## src/rtl/a_debounce.sv

```systemverilog
// Debouncer for a bouncing mechanical key: two-flop synchronizer followed by a
// one-hot check FSM that accepts a level only after it has been stable long enough.
module a_debounce #(
    parameter int DEBOUNCE_CYCLES = 16,
    parameter int CNT_W           = 8
) (
    input  logic       Clock,
    input  logic       Reset,
    input  logic       key_in,
    output logic       A,
    output logic       rise,
    output logic       fall,
    output logic [7:0] bounce_cnt
);

    localparam logic [3:0] ST_LOW      = 4'b0001;
    localparam logic [3:0] ST_RISE_CHK = 4'b0010;
    localparam logic [3:0] ST_HIGH     = 4'b0100;
    localparam logic [3:0] ST_FALL_CHK = 4'b1000;

    localparam logic [CNT_W-1:0] CNT_LAST = CNT_W'(DEBOUNCE_CYCLES - 1);
    localparam logic [CNT_W-1:0] CNT_ZERO = '0;
    localparam logic [CNT_W-1:0] CNT_ONE  = CNT_W'(1);
    localparam logic [7:0]       BNC_MAX  = 8'hFF;

    logic             sync1_q;
    logic             sync2_q;
    logic             key_s;

    logic [3:0]       state_q;
    logic [3:0]       state_d;
    logic [CNT_W-1:0] cnt_q;
    logic [CNT_W-1:0] cnt_d;
    logic             a_q;
    logic             a_d;
    logic             rise_q;
    logic             rise_d;
    logic             fall_q;
    logic             fall_d;
    logic [7:0]       bounce_q;
    logic [7:0]       bounce_d;
    logic             bounce_inc;

    // Only the first synchronizer flop ever looks at the asynchronous key.
    always_ff @(posedge Clock) begin
        if (!Reset) begin
            sync1_q <= 1'b0;
            sync2_q <= 1'b0;
        end else begin
            sync1_q <= key_in;
            sync2_q <= sync1_q;
        end
    end

    assign key_s = sync2_q;

    always_comb begin
        state_d    = state_q;
        cnt_d      = cnt_q;
        a_d        = a_q;
        rise_d     = 1'b0;
        fall_d     = 1'b0;
        bounce_inc = 1'b0;

        case (state_q)
            ST_LOW: begin
                if (key_s) begin
                    state_d = ST_RISE_CHK;
                    cnt_d   = CNT_ZERO;
                end
            end

            ST_RISE_CHK: begin
                if (!key_s) begin
                    state_d    = ST_LOW;
                    cnt_d      = CNT_ZERO;
                    bounce_inc = 1'b1;
                end else if (cnt_q == CNT_LAST) begin
                    state_d = ST_HIGH;
                    a_d     = 1'b1;
                    rise_d  = 1'b1;
                end else begin
                    cnt_d = cnt_q + CNT_ONE;
                end
            end

            ST_HIGH: begin
                if (!key_s) begin
                    state_d = ST_FALL_CHK;
                    cnt_d   = CNT_ZERO;
                end
            end

            ST_FALL_CHK: begin
                if (key_s) begin
                    state_d    = ST_HIGH;
                    cnt_d      = CNT_ZERO;
                    bounce_inc = 1'b1;
                end else if (cnt_q == CNT_LAST) begin
                    state_d = ST_LOW;
                    a_d     = 1'b0;
                    fall_d  = 1'b1;
                end else begin
                    cnt_d = cnt_q + CNT_ONE;
                end
            end

            // Corrupted encodings recover to a known-quiet LOW without touching the bounce history.
            default: begin
                state_d = ST_LOW;
                cnt_d   = CNT_ZERO;
                a_d     = 1'b0;
            end
        endcase
    end

    always_comb begin
        bounce_d = bounce_q;
        if (bounce_inc && (bounce_q != BNC_MAX)) begin
            bounce_d = bounce_q + 8'd1;
        end
    end

    always_ff @(posedge Clock) begin
        if (!Reset) begin
            state_q  <= ST_LOW;
            cnt_q    <= CNT_ZERO;
            a_q      <= 1'b0;
            rise_q   <= 1'b0;
            fall_q   <= 1'b0;
            bounce_q <= 8'h00;
        end else begin
            state_q  <= state_d;
            cnt_q    <= cnt_d;
            a_q      <= a_d;
            rise_q   <= rise_d;
            fall_q   <= fall_d;
            bounce_q <= bounce_d;
        end
    end

    assign A          = a_q;
    assign rise       = rise_q;
    assign fall       = fall_q;
    assign bounce_cnt = bounce_q;

endmodule

```

## config.mk

```make
export PLATFORM = sky130hd
export DESIGN_NAME = a_debounce
export DESIGN_NICKNAME = d
export VERILOG_FILES = /design/src/rtl/a_debounce.sv
export SDC_FILE = /design/constraint.sdc
export NUM_CORES = 1
export LEC_CHECK = 0
export BUFFER_PORTS_ARGS = -buffer_cell sky130_fd_sc_hd__buf_4
export CAP_MARGIN = 20
export CORE_MARGIN = 2
export CORE_UTILIZATION = 50
export DETAILED_ROUTE_END_ITERATION = 8
export GPL_TIMING_DRIVEN = 0
export PLACE_DENSITY = 0.71
export SYNTH_ARGS = -nofsm -noshare
export SYNTH_HDL_FRONTEND = slang
export SYNTH_SLANG_ARGS = --single-unit
```

## constraint.sdc

```tcl
create_clock -name Clock -period 1.74 [get_ports Clock]
set_clock_uncertainty 0.2 [all_clocks]
set_input_delay 0.435 -clock Clock [delete_from_list [all_inputs] [get_ports Clock]]
set_output_delay 0.435 -clock Clock [all_outputs]
set_load 0.01 [all_outputs]
```

Word-level counts from Yosys, hierarchy flattened
Cells that the tools add are included.

word-level totals
  flip-flop bits (word level) = 25
  bits of input ports = 3
  output and inout port bits = 11
  word-level logic and storage cells = 56

cells by class
  add/subtract/negate cells = 2
  equality and inequality tests = 14
  multiplexer cells = 22
  bitwise operators = 3
  reduce and logical (&&, ||, !) cells = 7

operators by type and width
  cell                                                  number
  two-way mux 8 bit                                     5
  one-hot mux 8 bit (4 select lines)                    1
  two-way mux 4 bit                                     6
  adder 8 x 1 -> 8 bit (second input constant)          2
  one-hot mux 4 bit (4 select lines)                    1
  inequality test 2 bit (second input constant)         6
  equality test 8 x 4 -> 1 bit (second input constant)  1
  inequality test 8 bit (second input constant)         1
  two-way mux 1 bit                                     7
  inequality test 3 bit (second input constant)         2
  AND reduction 5 bit                                   1
  equality test 4 x 1 -> 1 bit (second input constant)  1
  equality test 4 x 2 -> 1 bit (second input constant)  1
  equality test 4 x 3 -> 1 bit (second input constant)  1
  equality test 4 bit (second input constant)           1
  AND reduction 4 bit                                   1
  NOT 1 bit                                             3
  one-hot mux 1 bit (3 select lines)                    1
  AND reduction 3 bit                                   1
  OR reduction 3 bit                                    1
  one-hot mux 1 bit (2 select lines)                    1
  AND reduction 2 bit                                   1
  OR reduction 2 bit                                    1
  logical AND 1 bit                                     1

Longest topological paths before layout
Gate-level depths: netlist of run 1.

  word-level depth = 4
  gate-level depth with buffers = 6
  gate-level depth less buffers = 5

Least setup slack after synthesis of run 1
No wires, ideal clock.

  kind = register to register
  start = reg bounce_q[0], in the netlist bounce_cnt[0]
  end = reg bounce_q[1], in the netlist bounce_cnt[1]
  setup time = 70 ps
  arrival = 1525 ps
  required time = 1470 ps
  slack = -56 ps
  cell stages (with the launch flop) = 7
  path buffers = 1
  clock period less this slack = 1796 ps
  path through = dfxtp_1 -> ha_1 -> nand3_1 -> nor3_1 -> clkbuf_1 -> or3b_2 -> a21oi_1

between the ends
  cells in the longest elaborated chain, start to end = 2
  elaborated cells on any way between the ends = 3
  those cells by class = add/sub (1); eq/ne (1); reduce/logical (1)

ends and longest elaborated chain
  element                                                       RTL line  text
  start: declaration                                            40        logic [7:0] bounce_q;
  start signal: assignment                                      138       bounce_q <= bounce_d;
  branches (longest 2 deep; another with adder 8 x 1 -> 8 bit)  -

Several ways; the timed one is not identified.
A chain may end at the register's enable or synchronous reset.

Worst setup path in the final report of run 1
  start = reg sync2_q, in the netlist key_s
  end = reg cnt_q[5]

between the ends
  cells in the longest elaborated chain, start to end = 2
  elaborated cells on any way between the ends = 6
  those cells by class = eq/ne (2); mux (3); reduce/logical (1)

ends and longest elaborated chain
  element                                                                           RTL line  text
  start: declaration                                                                27        logic sync2_q;
  start signal: assignment                                                          51        sync2_q <= sync1_q;
  two-way mux 8 bit, or another cell as far along                                   95        if (key_s) begin
  one-hot mux 8 bit (4 select lines) / AND reduction 2 bit (equally long branches)  -
  end signal: assignment                                                            134       cnt_q <= cnt_d;
  end: declaration                                                                  32        logic [CNT_W-1:0] cnt_q;

Parallel ways exist; a longest one is shown, timed or not.

==> impl_metrics.prom, run 1 <==
# TYPE chip_impl_metric gauge
chip_impl_metric{name="antenna_cells_inserted",unit=""} 0
chip_impl_info{name="critical_path.slowest_cell",value="or3b_4"} 1
chip_impl_metric{name="worst-path-max-fanout",unit=""} 8
chip_impl_info{name="timing.critical_path.to_type",value="flop"} 1
chip_impl_metric{name="fin_ws",unit="ns"} -0.0905
chip_impl_info{name="worst-setup-path-type",value="flop to flop"} 1
chip_impl_metric{name="portBuffers",unit=""} 12
chip_impl_metric{name="net-switching-power",unit="W"} 0.000236
chip_impl_metric{name="cts_hold_repair_buffers",unit=""} 0
chip_impl_metric{name="number_of_flops_mapped_to_enable_cells_by_yosys",unit=""} 0
chip_impl_metric{name="grt_antenna_before_repair",unit=""} 0
chip_impl_metric{name="final_nets",unit=""} 190
chip_impl_info{name="highest_layer",value="met4"} 1
chip_impl_metric{name="routed_via_density",unit=""} 6.14
chip_impl_metric{name="hold_ws",unit="ns"} 0.108
chip_impl_info{name="setup_repair_after_global_routing_missed_its_margin",value="true"} 1
chip_impl_metric{name="async_reset_ff_share",unit="%"} 0
chip_impl_metric{name="power.total",unit="W"} 0.000931
chip_impl_metric{name="register_area",unit="um2"} 526
chip_impl_metric{name="ys.warnings.count",unit=""} 0
chip_impl_metric{name="total_cts_buffers",unit=""} 3
chip_impl_info{name="synth_largest_area_cell",value="dfxtp_1"} 1
chip_impl_metric{name="slowest_delay",unit="ns"} 0.44
chip_impl_metric{name="fp-row-count",unit=""} 18
chip_impl_metric{name="power.share.clock",unit="%"} 29.1
chip_impl_metric{name="core_region_area",unit="um2"} 2500
chip_impl_info{name="synth_area_leaders",value="dfxtp_1 (38%), nand3_1 (5.7%), a21oi_1 (4.9%), o21ai_0 (3.4%), nand2_1 (3.1%)"} 1
chip_impl_info{name="post-synth-top-count-cell",value="dfxtp_1"} 1
chip_impl_metric{name="max-vdd-ir-drop",unit="mV"} 0.417
chip_impl_metric{name="final-hold-violation-count",unit=""} 0
chip_impl_metric{name="cts_max_path_buffers",unit=""} 2
chip_impl_metric{name="dr.pass1.iters",unit=""} 4
chip_impl_metric{name="dr_wl_met3",unit="um"} 105
chip_impl_metric{name="synth.net_count",unit=""} 164
chip_impl_metric{name="timing.final.setup_violations",unit=""} 12
chip_impl_info{name="cts_root_buffer",value="clkbuf_4"} 1
chip_impl_metric{name="power_density",unit="nW/um2"} 549
chip_impl_metric{name="drc_violation_count_after_routing",unit=""} 0
chip_impl_metric{name="max_slew_violations",unit=""} 0
chip_impl_metric{name="grt_pass1_wl",unit="um"} 5600
chip_impl_metric{name="cell_internal_pwr",unit="W"} 0.000696
chip_impl_metric{name="seq_power_share",unit="%"} 62.0
chip_impl_metric{name="period_needed",unit="ns"} 1.83
chip_impl_metric{name="max-cap-violations",unit=""} 0
chip_impl_metric{name="vias",unit=""} 1315
chip_impl_metric{name="globalRouteTotalUtil",unit="%"} 22.6
chip_impl_metric{name="latest_clock_arrival_within_the_worst_skew_pair",unit="ns"} 0.33
chip_impl_metric{name="routedLengthMet1",unit="um"} 1550
chip_impl_metric{name="floorplan.die.width",unit="um"} 55.4
chip_impl_metric{name="final_util",unit="%"} 67.8
chip_impl_info{name="post_synth_most_frequent_cells",value="dfxtp_1 (25), nand3_1 (15), a21oi_1 (13), nand2_1 (11), o21ai_0 (9)"} 1
chip_impl_metric{name="die_area",unit="um2"} 3070
chip_impl_metric{name="first_global_vias",unit=""} 1206
chip_impl_metric{name="clock.fmax",unit="MHz"} 546
chip_impl_metric{name="multi_input_area",unit="um2"} 861
chip_impl_metric{name="netlist-cell-type-count",unit=""} 43
chip_impl_metric{name="mean_routed_wirelength_per_cell",unit="um"} 15.9
chip_impl_metric{name="die_y",unit="um"} 55.4
chip_impl_metric{name="required",unit="ns"} 1.81
chip_impl_metric{name="grt_max_degree",unit=""} 14
chip_impl_info{name="timing.critical_path.cells",value="or3b_4 -> a221oi_4 -> buf_6 -> nand2_4 -> o211ai_1"} 1
chip_impl_metric{name="drtAntennaViolNets",unit=""} 0
chip_impl_info{name="clock_tree_from_tritoncts",value="yes"} 1
chip_impl_metric{name="cts_max_level",unit=""} 1
chip_impl_metric{name="area_growth_syn_to_layout",unit="%"} 28.2
chip_impl_info{name="crit_path_start_kind",value="flop"} 1
chip_impl_metric{name="power_share_of_the_combinational_group",unit="%"} 8.9
chip_impl_metric{name="rel_slew_slack",unit="%"} 63.3
chip_impl_metric{name="remaining_global_route_overflow",unit=""} 0
chip_impl_metric{name="io_pins",unit=""} 14
chip_impl_metric{name="arrival",unit="ns"} 1.90
chip_impl_info{name="dominantRegCellSynth",value="dfxtp_1"} 1
chip_impl_metric{name="gp_congestion",unit=""} 0.833
chip_impl_metric{name="dp.final_hpwl",unit="um"} 2040
chip_impl_info{name="min-delay-path-class",value="input port to flop"} 1
chip_impl_metric{name="worst_setup_hold_path_clk_slew",unit="ns"} 0.14
chip_impl_metric{name="first_iter_violations",unit=""} 37
chip_impl_metric{name="post-route-period-util",unit="%"} 105
chip_impl_metric{name="syn-mean-instance-area",unit="um2"} 8.32
chip_impl_metric{name="wl_met2",unit="um"} 1660
chip_impl_metric{name="tritoncts_num_sinks",unit=""} 25
chip_impl_metric{name="post_route_cells_drive_above_1_share",unit="%"} 33.2
chip_impl_metric{name="synthesis.instances",unit=""} 159
chip_impl_metric{name="leakage",unit="nW"} 0.596
chip_impl_metric{name="num-fill-cells",unit=""} 199
chip_impl_metric{name="synth_seq_area_share",unit="%"} 37.8
chip_impl_info{name="status",value="complete, but fails checks"} 1
chip_impl_metric{name="floorplan.initialDensity",unit="%"} 52.9
chip_impl_metric{name="ys_ff_latch",unit=""} 25
chip_impl_metric{name="synth.cell_area",unit="um2"} 1320
chip_impl_metric{name="switching_share",unit="%"} 25.3
chip_impl_metric{name="wl",unit="um"} 3410
chip_impl_metric{name="synth_largest_type_area_fraction",unit="%"} 37.8
chip_impl_info{name="failed_checks",value="setup timing"} 1
chip_impl_metric{name="transition_time_at_the_pin_with_the_least_slew_margin",unit="ns"} 0.551
==> state kept, by name, indices dropped and copies added (netlist names) <==
| register | flops |
|---|---|
| bounce_cnt | 8 |
| A | 1 |
| key_s | 1 |
| sync1_q | 1 |
| cnt_q | 8 |
| fall | 1 |
| rise | 1 |
| state_q | 4 |
==> layer usage <==
layer	up-vias	track usage, %
met5	-	0
met4	0	10.1
met3	11	3.75
met2	32	36.6
met1	631	29.4
li1	641	-
==> critical path: cells and delay by family (launching register included) <==
| kind | cells | cell delay, ns |
|---|---|---|
| buf+inv | 1 | 0.17 |
| compound gates | 2 | 0.53 |
| flops | 1 | 0.39 |
| simple gates | 2 | 0.48 |
==> power groups by stage <==
stage               Clock, W  Combinational (W)  Sequential, W
detailed placement         0          0.0000655       0.000594
finish              0.000271          0.0000830       0.000578
global placement           0          0.0000633       0.000593
global route        0.000296          0.0000910       0.000579
CTS                 0.000272          0.0000766       0.000583
floorplan                  0          0.0000488       0.000593
==> final cells by class <==
| class | instances | share of cell area (%) |
|---|---|---|
| well taps | 30 | 2.21 |
| clock buffers | 4 | 1.55 |
| flip-flops and latches | 25 | 31.0 |
| multi-input cells | 120 | 50.8 |
| plain buffers | 6 | 1.77 |
| repair buffers | 23 | 11.4 |
| inverters | 6 | 1.33 |
==> per-stage QoR <==
stage	instance area, um2	setup TNS [ns]	worst slack, ns	std cells
after floorplan	1330	-0.178	-0.0494	159
after global placement	1450	-2.24	-0.199	201
after detailed placement	1450	-3.10	-0.259	201
after CTS	1620	-0.261	-0.0677	212
after global routing	1700	-1.47	-0.171	214
final	1700	-0.508	-0.0905	214
==> cell families after synthesis <==
| family | Yosys count | synth area share, % |
|---|---|---|
| simple gates | 70 | 30.6 |
| buf+inv | 14 | 5.20 |
| fa+ha+maj | 2 | 1.89 |
| mux | 2 | 1.51 |
| compound gates | 44 | 21.7 |
| flops | 25 | 37.8 |
| xor+xnor | 2 | 1.32 |
==> what timing repair did <==
action | in CTS | in global routing
buffers inserted | 7 | 3
resized for setup | 27 | 19
endpoints found under the hold margin | 0 | 0
pin swaps | 7 | 4
setup endpoints to repair | 21 | 23
gates cloned | 1 | 0
==> path summary, 6_finish.rpt <==
kind              cells after the start       end  slack [ns]     from
hold reg to reg                       1     key_s        0.25  sync1_q
hold / removal                        2   sync1_q        0.11   key_in
setup / recovery                      5  cnt_q[5]       -0.09    key_s
setup reg to reg                      5  cnt_q[5]       -0.09    key_s
==> cell usage in the layout (no fill, tap or decap), types with 2 or more instances in the layout <==
master and instances:
a21oi_1 11, a21oi_2 2, and2_1 3, buf_4 22, buf_6 2, clkbuf_1 5, clkbuf_4 3, dfxtp_1 17
dfxtp_2 2, dfxtp_4 6, inv_1 6, mux2i_1 2, nand2_1 11, nand3_1 12, nand3_2 3, nand3b_1 2
nand4_1 6, nor2_1 5, nor2b_1 2, nor3_1 2, nor4_4 2, o211ai_1 3, o21ai_0 7, o21ai_1 5
o22ai_1 3, o31ai_1 3, o41ai_1 2, or2_2 3, or3b_2 2, or4_1 4, xor2_1 2
Power figures use the tool's default switching activity.
==> run 2: changes to the inputs <==
--- a/config.mk
+++ b/config.mk
@@ -8,10 +8,10 @@
 export BUFFER_PORTS_ARGS = -buffer_cell sky130_fd_sc_hd__buf_4
 export CAP_MARGIN = 20
 export CORE_MARGIN = 2
-export CORE_UTILIZATION = 50
+export CORE_UTILIZATION = 30
 export DETAILED_ROUTE_END_ITERATION = 8
 export GPL_TIMING_DRIVEN = 0
-export PLACE_DENSITY = 0.71
+export PLACE_DENSITY = 0.47
 export SYNTH_ARGS = -nofsm -noshare
 export SYNTH_HDL_FRONTEND = slang
 export SYNTH_SLANG_ARGS = --single-unit
==> run 2 against run 1 <==
Net effect: the run still ends with setup timing left; wire length rose by 3.3%; largest power group unchanged; die area is 61% higher; sequential power about the same; register-to-register slack barely moved; non-clock buffer count did not move; final cell count rose by 11%; critical endpoint is now state_q[1]; worst hold slack better by 0.060 ns.
==> impl_metrics.prom, run 2 (synthesis gave the netlist of run 1 again) <==
# TYPE chip_impl_metric gauge
chip_impl_info{name="min-delay-path-class",value="input port to flop"} 1
chip_impl_metric{name="switching_share",unit="%"} 24.1
chip_impl_metric{name="place_worst_setup_slack",unit="ns"} -0.250
chip_impl_metric{name="final-hold-violation-count",unit=""} 0
chip_impl_metric{name="wl",unit="um"} 3520
chip_impl_metric{name="clock.fmax",unit="MHz"} 547
chip_impl_metric{name="dr.pass1.iters",unit=""} 4
chip_impl_metric{name="power.total",unit="W"} 0.00101
chip_impl_metric{name="die_area",unit="um2"} 4960
chip_impl_metric{name="portBuffers",unit=""} 12
chip_impl_metric{name="required",unit="ns"} 1.71
chip_impl_metric{name="io_pins",unit=""} 14
chip_impl_metric{name="die_y",unit="um"} 70.4
chip_impl_metric{name="seq_power_share",unit="%"} 57.2
chip_impl_metric{name="dp.final_hpwl",unit="um"} 2240
chip_impl_metric{name="post-route-period-util",unit="%"} 105
chip_impl_metric{name="vias",unit=""} 1296
chip_impl_metric{name="cell_internal_pwr",unit="W"} 0.000767
chip_impl_metric{name="transition_time_at_the_pin_with_the_least_slew_margin",unit="ns"} 0.525
chip_impl_metric{name="latest_clock_arrival_within_the_worst_skew_pair",unit="ns"} 0.27
chip_impl_metric{name="power_density",unit="nW/um2"} 580
chip_impl_metric{name="leakage",unit="nW"} 0.610
chip_impl_info{name="cts_root_buffer",value="clkbuf_8"} 1
chip_impl_info{name="setup_repair_after_global_routing_missed_its_margin",value="true"} 1
chip_impl_metric{name="setup_tns",unit="ns"} -0.465
chip_impl_metric{name="floorplan.die.width",unit="um"} 70.4
chip_impl_metric{name="core_region_area",unit="um2"} 4290
chip_impl_metric{name="arrival",unit="ns"} 1.80
chip_impl_metric{name="cts_max_level",unit=""} 1
chip_impl_metric{name="floorplan.initialDensity",unit="%"} 30.8
chip_impl_metric{name="tritoncts_num_sinks",unit=""} 25
chip_impl_metric{name="timing.final.setup_violations",unit=""} 9
chip_impl_metric{name="routed_via_density",unit=""} 5.47
chip_impl_metric{name="max-vdd-ir-drop",unit="mV"} 0.278
chip_impl_metric{name="grt_pass1_wl",unit="um"} 5960
chip_impl_metric{name="mean_routed_wirelength_per_cell",unit="um"} 14.9
chip_impl_metric{name="net-switching-power",unit="W"} 0.000244
chip_impl_metric{name="hold_ws",unit="ns"} 0.169
chip_impl_metric{name="gp_congestion",unit=""} 0.785
chip_impl_metric{name="grt_max_degree",unit=""} 14
chip_impl_metric{name="drtAntennaViolNets",unit=""} 0
chip_impl_info{name="worst-setup-path-type",value="flop to flop"} 1
chip_impl_info{name="failed_checks",value="setup timing"} 1
chip_impl_metric{name="stdcell_count",unit=""} 237
chip_impl_metric{name="period_needed",unit="ns"} 1.83
chip_impl_info{name="layout_common_cells",value="buf_4 (21), dfxtp_1 (18), nand3_1 (13), a21oi_1 (11), nand2_1 (11)"} 1
chip_impl_info{name="critical_path.slowest_cell",value="or3b_4"} 1
chip_impl_metric{name="num-fill-cells",unit=""} 434
chip_impl_metric{name="total_cts_buffers",unit=""} 3
chip_impl_metric{name="remaining_global_route_overflow",unit=""} 0
chip_impl_metric{name="power_share_of_the_combinational_group",unit="%"} 8.0
chip_impl_metric{name="max_slew_violations",unit=""} 0
chip_impl_metric{name="post_route_cells_drive_above_1_share",unit="%"} 35.1
chip_impl_info{name="status",value="complete, but fails checks"} 1
chip_impl_metric{name="max-cap-violations",unit=""} 0
chip_impl_metric{name="worst-path-max-fanout",unit=""} 8
chip_impl_metric{name="fin_ws",unit="ns"} -0.0898
chip_impl_info{name="timing.critical_path.cells",value="or3b_4 -> a221oi_4 -> buf_6 -> or2_4 -> o21ai_2"} 1
chip_impl_metric{name="worst_setup_hold_path_clk_slew",unit="ns"} 0.09
chip_impl_metric{name="first_global_vias",unit=""} 1231
chip_impl_metric{name="globalRouteTotalUtil",unit="%"} 14.7
chip_impl_metric{name="slowest_delay",unit="ns"} 0.44
chip_impl_info{name="crit_path_start_kind",value="flop"} 1
chip_impl_metric{name="drc_violation_count_after_routing",unit=""} 0
chip_impl_info{name="commonest_non_fill_non_tap_cell_in_the_layout",value="buf_4"} 1
chip_impl_info{name="timing.critical_path.to_type",value="flop"} 1
chip_impl_info{name="clock_tree_from_tritoncts",value="yes"} 1
chip_impl_metric{name="cts_max_path_buffers",unit=""} 2
chip_impl_metric{name="area_growth_syn_to_layout",unit="%"} 31.9
chip_impl_metric{name="power.share.clock",unit="%"} 34.8
chip_impl_metric{name="cts_hold_repair_buffers",unit=""} 0
chip_impl_metric{name="antenna_cells_inserted",unit=""} 0
chip_impl_metric{name="place.detailed.instances",unit=""} 223
chip_impl_metric{name="rel_slew_slack",unit="%"} 65.0
chip_impl_metric{name="final_nets",unit=""} 191
chip_impl_metric{name="fp-row-count",unit=""} 24
chip_impl_metric{name="first_iter_violations",unit=""} 29
chip_impl_metric{name="grt_antenna_before_repair",unit=""} 0
[run 2: cell types whose count changed in the layout (fill, tap and decap cells not counted), moves of 3 or more]
cell / change
o21ai_2: +4
o21ai_1: -3
clkbuf_4: -3
clkbuf_8: +3
[run 2: per-stage QoR]
stage | utilization, % | area, um2
after floorplan | - | 1330
after global placement | 34.5 | 1480
after detailed placement | 34.5 | 1480
after CTS | 39.0 | 1680
after global routing | 40.6 | 1740
final | 40.6 | 1740
[run 2: per-layer routing]
| metal | wire length, um | global-route usage, % | up-vias | part of all wire, % |
|---|---|---|---|---|
| met1 | 1570 | 18.5 | 602 | 44 |
| met4 | 79 | 7.05 | 0 | 2.2 |
| li1 | - | - | 641 | - |
| met3 | 181 | 2.89 | 10 | 5.1 |
| met5 | 0 | 0 | - | 0 |
| met2 | 1690 | 23.8 | 43 | 48 |
[run 2: power by group through the flow]
| stage | logic [W] | registers, W | clock network [W] |
|---|---|---|---|
| 2_1_floorplan | 0.0000488 | 0.000593 | 0 |
| 3_3_place_gp | 0.0000655 | 0.000594 | 0 |
| 3_5_place_dp | 0.0000668 | 0.000594 | 0 |
| 4_1_cts | 0.0000791 | 0.000579 | 0.000367 |
| 5_1_grt | 0.0000875 | 0.000580 | 0.000393 |
| 6_report | 0.0000811 | 0.000579 | 0.000352 |
[run 2: worst max-delay path, delay by kind of cell (launching register included)]
kind,cells,cell delay (ns)
buffers and inverters,1,0.17
AND/OR/NAND/NOR,2,0.59
flip-flops,1,0.38
AO/OA/AOI/OAI,2,0.39
[run 2: area by class of cell]
cell class / count / area, um2 / area share [%]
Sequential cell: 25 / 522 / 29.9
Tap cell: 52 / 65.1 / 3.73
Buffer: 6 / 33.8 / 1.94
Multi-Input combinational cell: 121 / 878 / 50.4
Inverter: 6 / 22.5 / 1.29
Clock buffer: 4 / 45.0 / 2.58
Timing Repair Buffer: 23 / 178 / 10.2
[run 2: timing repair]
action	CTS	global route
resized for setup	25	23
pin swaps	3	8
endpoints found under the setup margin	21	22
cloned	2	0
hold endpoints to repair	0	0
setup buffers	6	4
[run 2: path summary, 6_finish.rpt]
check	cells after the start	slack, ns	to	from
worst max register to register	5	-0.09	state_q[1]	state_q[1]
worst min register to register	1	0.24	key_s	sync1_q
worst min-delay path	2	0.17	sync1_q	key_in
worst max-delay path	5	-0.09	state_q[1]	state_q[1]
==> run 3: changes to the inputs <==
--- a/config.mk
+++ b/config.mk
@@ -11,7 +11,7 @@
 export CORE_UTILIZATION = 30
 export DETAILED_ROUTE_END_ITERATION = 8
 export GPL_TIMING_DRIVEN = 0
-export PLACE_DENSITY = 0.47
+export PLACE_DENSITY_LB_ADDON = 0.3
 export SYNTH_ARGS = -nofsm -noshare
 export SYNTH_HDL_FRONTEND = slang
 export SYNTH_SLANG_ARGS = --single-unit
==> run 3 against run 2 <==
Net effect: the flow still finishes with violations (setup timing); wire length fell by 0.40%; global-route usage fell by 1.0 points; clock-buffer cell count fell by 1; sequential share of layout area fell by 0.61 points; sequential power barely moved; clock power rose by 1%; critical endpoint is now cnt_q[7]; total power rose by 0.68%; combinational power barely moved; non-clock buffer count rose by 1; die area did not move.
==> impl_metrics.prom, run 3 (synthesis gave the netlist of run 1 again) <==
# TYPE chip_impl_metric gauge
chip_impl_info{name="status",value="complete, but fails checks"} 1
chip_impl_info{name="failed_checks",value="setup timing"} 1
chip_impl_metric{name="routed_via_density",unit=""} 5.53
chip_impl_info{name="timing.critical_path.cells",value="or3b_4 -> a221oi_4 -> buf_6 -> nand2_4 -> o211ai_1"} 1
chip_impl_metric{name="slowest_delay",unit="ns"} 0.43
chip_impl_metric{name="io_pins",unit=""} 14
chip_impl_metric{name="cts_hold_repair_buffers",unit=""} 0
chip_impl_metric{name="layout.cell_area.non_filler",unit="um2"} 1770
chip_impl_info{name="critPathTopFamily",value="compound AO/OA/AOI/OAI gates"} 1
chip_impl_metric{name="final_util",unit="%"} 41.3
chip_impl_metric{name="leakage",unit="nW"} 0.624
chip_impl_metric{name="drc_violation_count_after_routing",unit=""} 0
chip_impl_metric{name="core_region_area",unit="um2"} 4290
chip_impl_metric{name="met2_layer_usage_reported_by_global_route",unit="%"} 22.7
chip_impl_metric{name="globalRouteTotalUtil",unit="%"} 13.7
chip_impl_metric{name="post-route-period-util",unit="%"} 103
chip_impl_metric{name="dr.pass1.iters",unit=""} 4
chip_impl_metric{name="postPlaceCellArea",unit="um2"} 1480
chip_impl_metric{name="die_area",unit="um2"} 4960
chip_impl_metric{name="fp-row-count",unit=""} 24
chip_impl_metric{name="worst_setup_hold_path_clk_slew",unit="ns"} 0.09
chip_impl_metric{name="stdcell_count",unit=""} 238
chip_impl_metric{name="rel_slew_slack",unit="%"} 63.1
chip_impl_metric{name="grt_max_degree",unit=""} 15
chip_impl_metric{name="gp_congestion",unit=""} 0.765
chip_impl_metric{name="met1_resource_use_gr",unit="%"} 17.0
chip_impl_metric{name="max_slew_violations",unit=""} 0
chip_impl_metric{name="antenna_cells_inserted",unit=""} 0
chip_impl_metric{name="power.total",unit="W"} 0.00102
chip_impl_metric{name="die_y",unit="um"} 70.4
chip_impl_metric{name="tritoncts_num_sinks",unit=""} 25
chip_impl_metric{name="r2r_slack",unit="ns"} -0.06
chip_impl_metric{name="fin_ws",unit="ns"} -0.0581
chip_impl_metric{name="cts_max_path_buffers",unit=""} 2
chip_impl_info{name="min-delay-path-class",value="input port to flop"} 1
chip_impl_metric{name="groute.layer.met3.usage",unit="%"} 3.32
chip_impl_info{name="grt_busiest_layer",value="met2"} 1
chip_impl_metric{name="grt_antenna_before_repair",unit=""} 0
chip_impl_metric{name="worst-path-max-fanout",unit=""} 9
chip_impl_metric{name="remaining_global_route_overflow",unit=""} 0
chip_impl_metric{name="drtAntennaViolNets",unit=""} 0
chip_impl_metric{name="crit_buf_inv",unit=""} 1
chip_impl_metric{name="grt_pass1_wl",unit="um"} 5600
chip_impl_metric{name="period_needed",unit="ns"} 1.80
chip_impl_info{name="critical_path.slowest_cell",value="or3b_4"} 1
chip_impl_info{name="cts_root_buffer",value="clkbuf_8"} 1
chip_impl_metric{name="first_global_vias",unit=""} 1194
chip_impl_metric{name="latest_clock_arrival_within_the_worst_skew_pair",unit="ns"} 0.27
chip_impl_metric{name="max-vdd-ir-drop",unit="mV"} 0.357
chip_impl_metric{name="first_iter_violations",unit=""} 56
chip_impl_metric{name="transition_time_at_the_pin_with_the_least_slew_margin",unit="ns"} 0.553
chip_impl_metric{name="dp.final_hpwl",unit="um"} 2100
chip_impl_metric{name="wl",unit="um"} 3510
chip_impl_metric{name="clock.fmax",unit="MHz"} 556
chip_impl_info{name="crit_path_start_kind",value="flop"} 1
chip_impl_metric{name="total_cts_buffers",unit=""} 3
chip_impl_info{name="setup_repair_after_global_routing_missed_its_margin",value="true"} 1
chip_impl_metric{name="mean_routed_wirelength_per_cell",unit="um"} 14.7
chip_impl_metric{name="cts_max_level",unit=""} 1
chip_impl_metric{name="final-hold-violation-count",unit=""} 0
chip_impl_metric{name="timing.final.setup_violations",unit=""} 7
chip_impl_metric{name="place.detailed.instances",unit=""} 223
chip_impl_metric{name="required",unit="ns"} 1.74
chip_impl_info{name="clock_tree_from_tritoncts",value="yes"} 1
chip_impl_info{name="timing.critical_path.to_type",value="flop"} 1
chip_impl_metric{name="post_route_cells_drive_above_1_share",unit="%"} 35.5
chip_impl_metric{name="floorplan.die.width",unit="um"} 70.4
chip_impl_metric{name="portBuffers",unit=""} 12
chip_impl_metric{name="max-cap-violations",unit=""} 0
chip_impl_metric{name="setup_tns",unit="ns"} -0.322
chip_impl_info{name="layout_common_cells",value="buf_4 (23), dfxtp_1 (18), nand3_1 (14), nand2_1 (11), a21oi_1 (10)"} 1
chip_impl_metric{name="floorplan.initialDensity",unit="%"} 30.8
chip_impl_info{name="commonest_non_fill_non_tap_cell_in_the_layout",value="buf_4"} 1
chip_impl_metric{name="final_nets",unit=""} 192
chip_impl_metric{name="arrival",unit="ns"} 1.80
chip_impl_metric{name="power_density",unit="nW/um2"} 575
chip_impl_info{name="worst-setup-path-type",value="flop to flop"} 1
chip_impl_metric{name="area_growth_syn_to_layout",unit="%"} 34.0
chip_impl_metric{name="vias",unit=""} 1316
==> run 3: changes by cell type in the layout (fill, tap and decap cells not counted), moves of 2 or more <==
cell     previous run  this run
o21ai_0             7         4
o21ai_1             2         7
buf_4              21        23
nand3_2             2         0
o21ai_2             5         2
==> run 3: path summary, 6_finish.rpt <==
check / start / end / cells past startpoint
hold reg to reg: sync1_q / key_s / 1
setup / recovery: state_q[1] / cnt_q[7] / 5
setup reg to reg: state_q[1] / cnt_q[7] / 5
hold / removal: key_in / sync1_q / 2
==> run 3: routing by layer <==
layer / share of wire (%) / wire length (um)
met4: 2.1 / 74
met1: 44 / 1550
met3: 3.9 / 136
met2: 50 / 1750
met5: 0 / 0
==> run 3: power by group <==
group	switching (W)	internal [W]	total, W
clock	0.000196	0.000160	0.000356
combinational	0.0000496	0.0000318	0.0000814
sequential	0.00000835	0.000572	0.000580
total	0.000254	0.000764	0.00102
==> run 3: final cells by class <==
class | count | area, um2
clock inverters | 1 | 5.00
flip-flops and latches | 25 | 519
clock buffers | 3 | 41.3
multi-input cells | 121 | 903
well taps | 52 | 65.1
repair buffers | 24 | 185
fillers | 413 | 2520
inverters | 6 | 22.5
plain buffers | 6 | 30.0
==> run 3: worst reg2reg max path, cell delays in order, from the launching register on <==
cell and delay (ns):
dfxtp_4 0.39, or3b_4 0.43, a221oi_4 0.34, buf_6 0.17, nand2_4 0.05, o211ai_1 0.16
==> run 3: what timing repair did <==
| item | in CTS | in global routing |
|---|---|---|
| endpoints found under the setup margin | 21 | 23 |
| hold endpoints to repair | 0 | 0 |
| pin swaps | 6 | 8 |
| buffers inserted | 6 | 5 |
| cloned | 1 | 1 |
| resized for setup | 20 | 31 |
==> run 3: through the flow <==
stage | hold WS [ns] | setup slack (ns)
after detailed placement | 0.219 | -0.245
after global placement | 0.214 | -0.242
after global routing | 0.184 | -0.158
final | 0.173 | -0.0581
after CTS | 0.178 | -0.0877
after floorplan | 0.212 | -0.0494
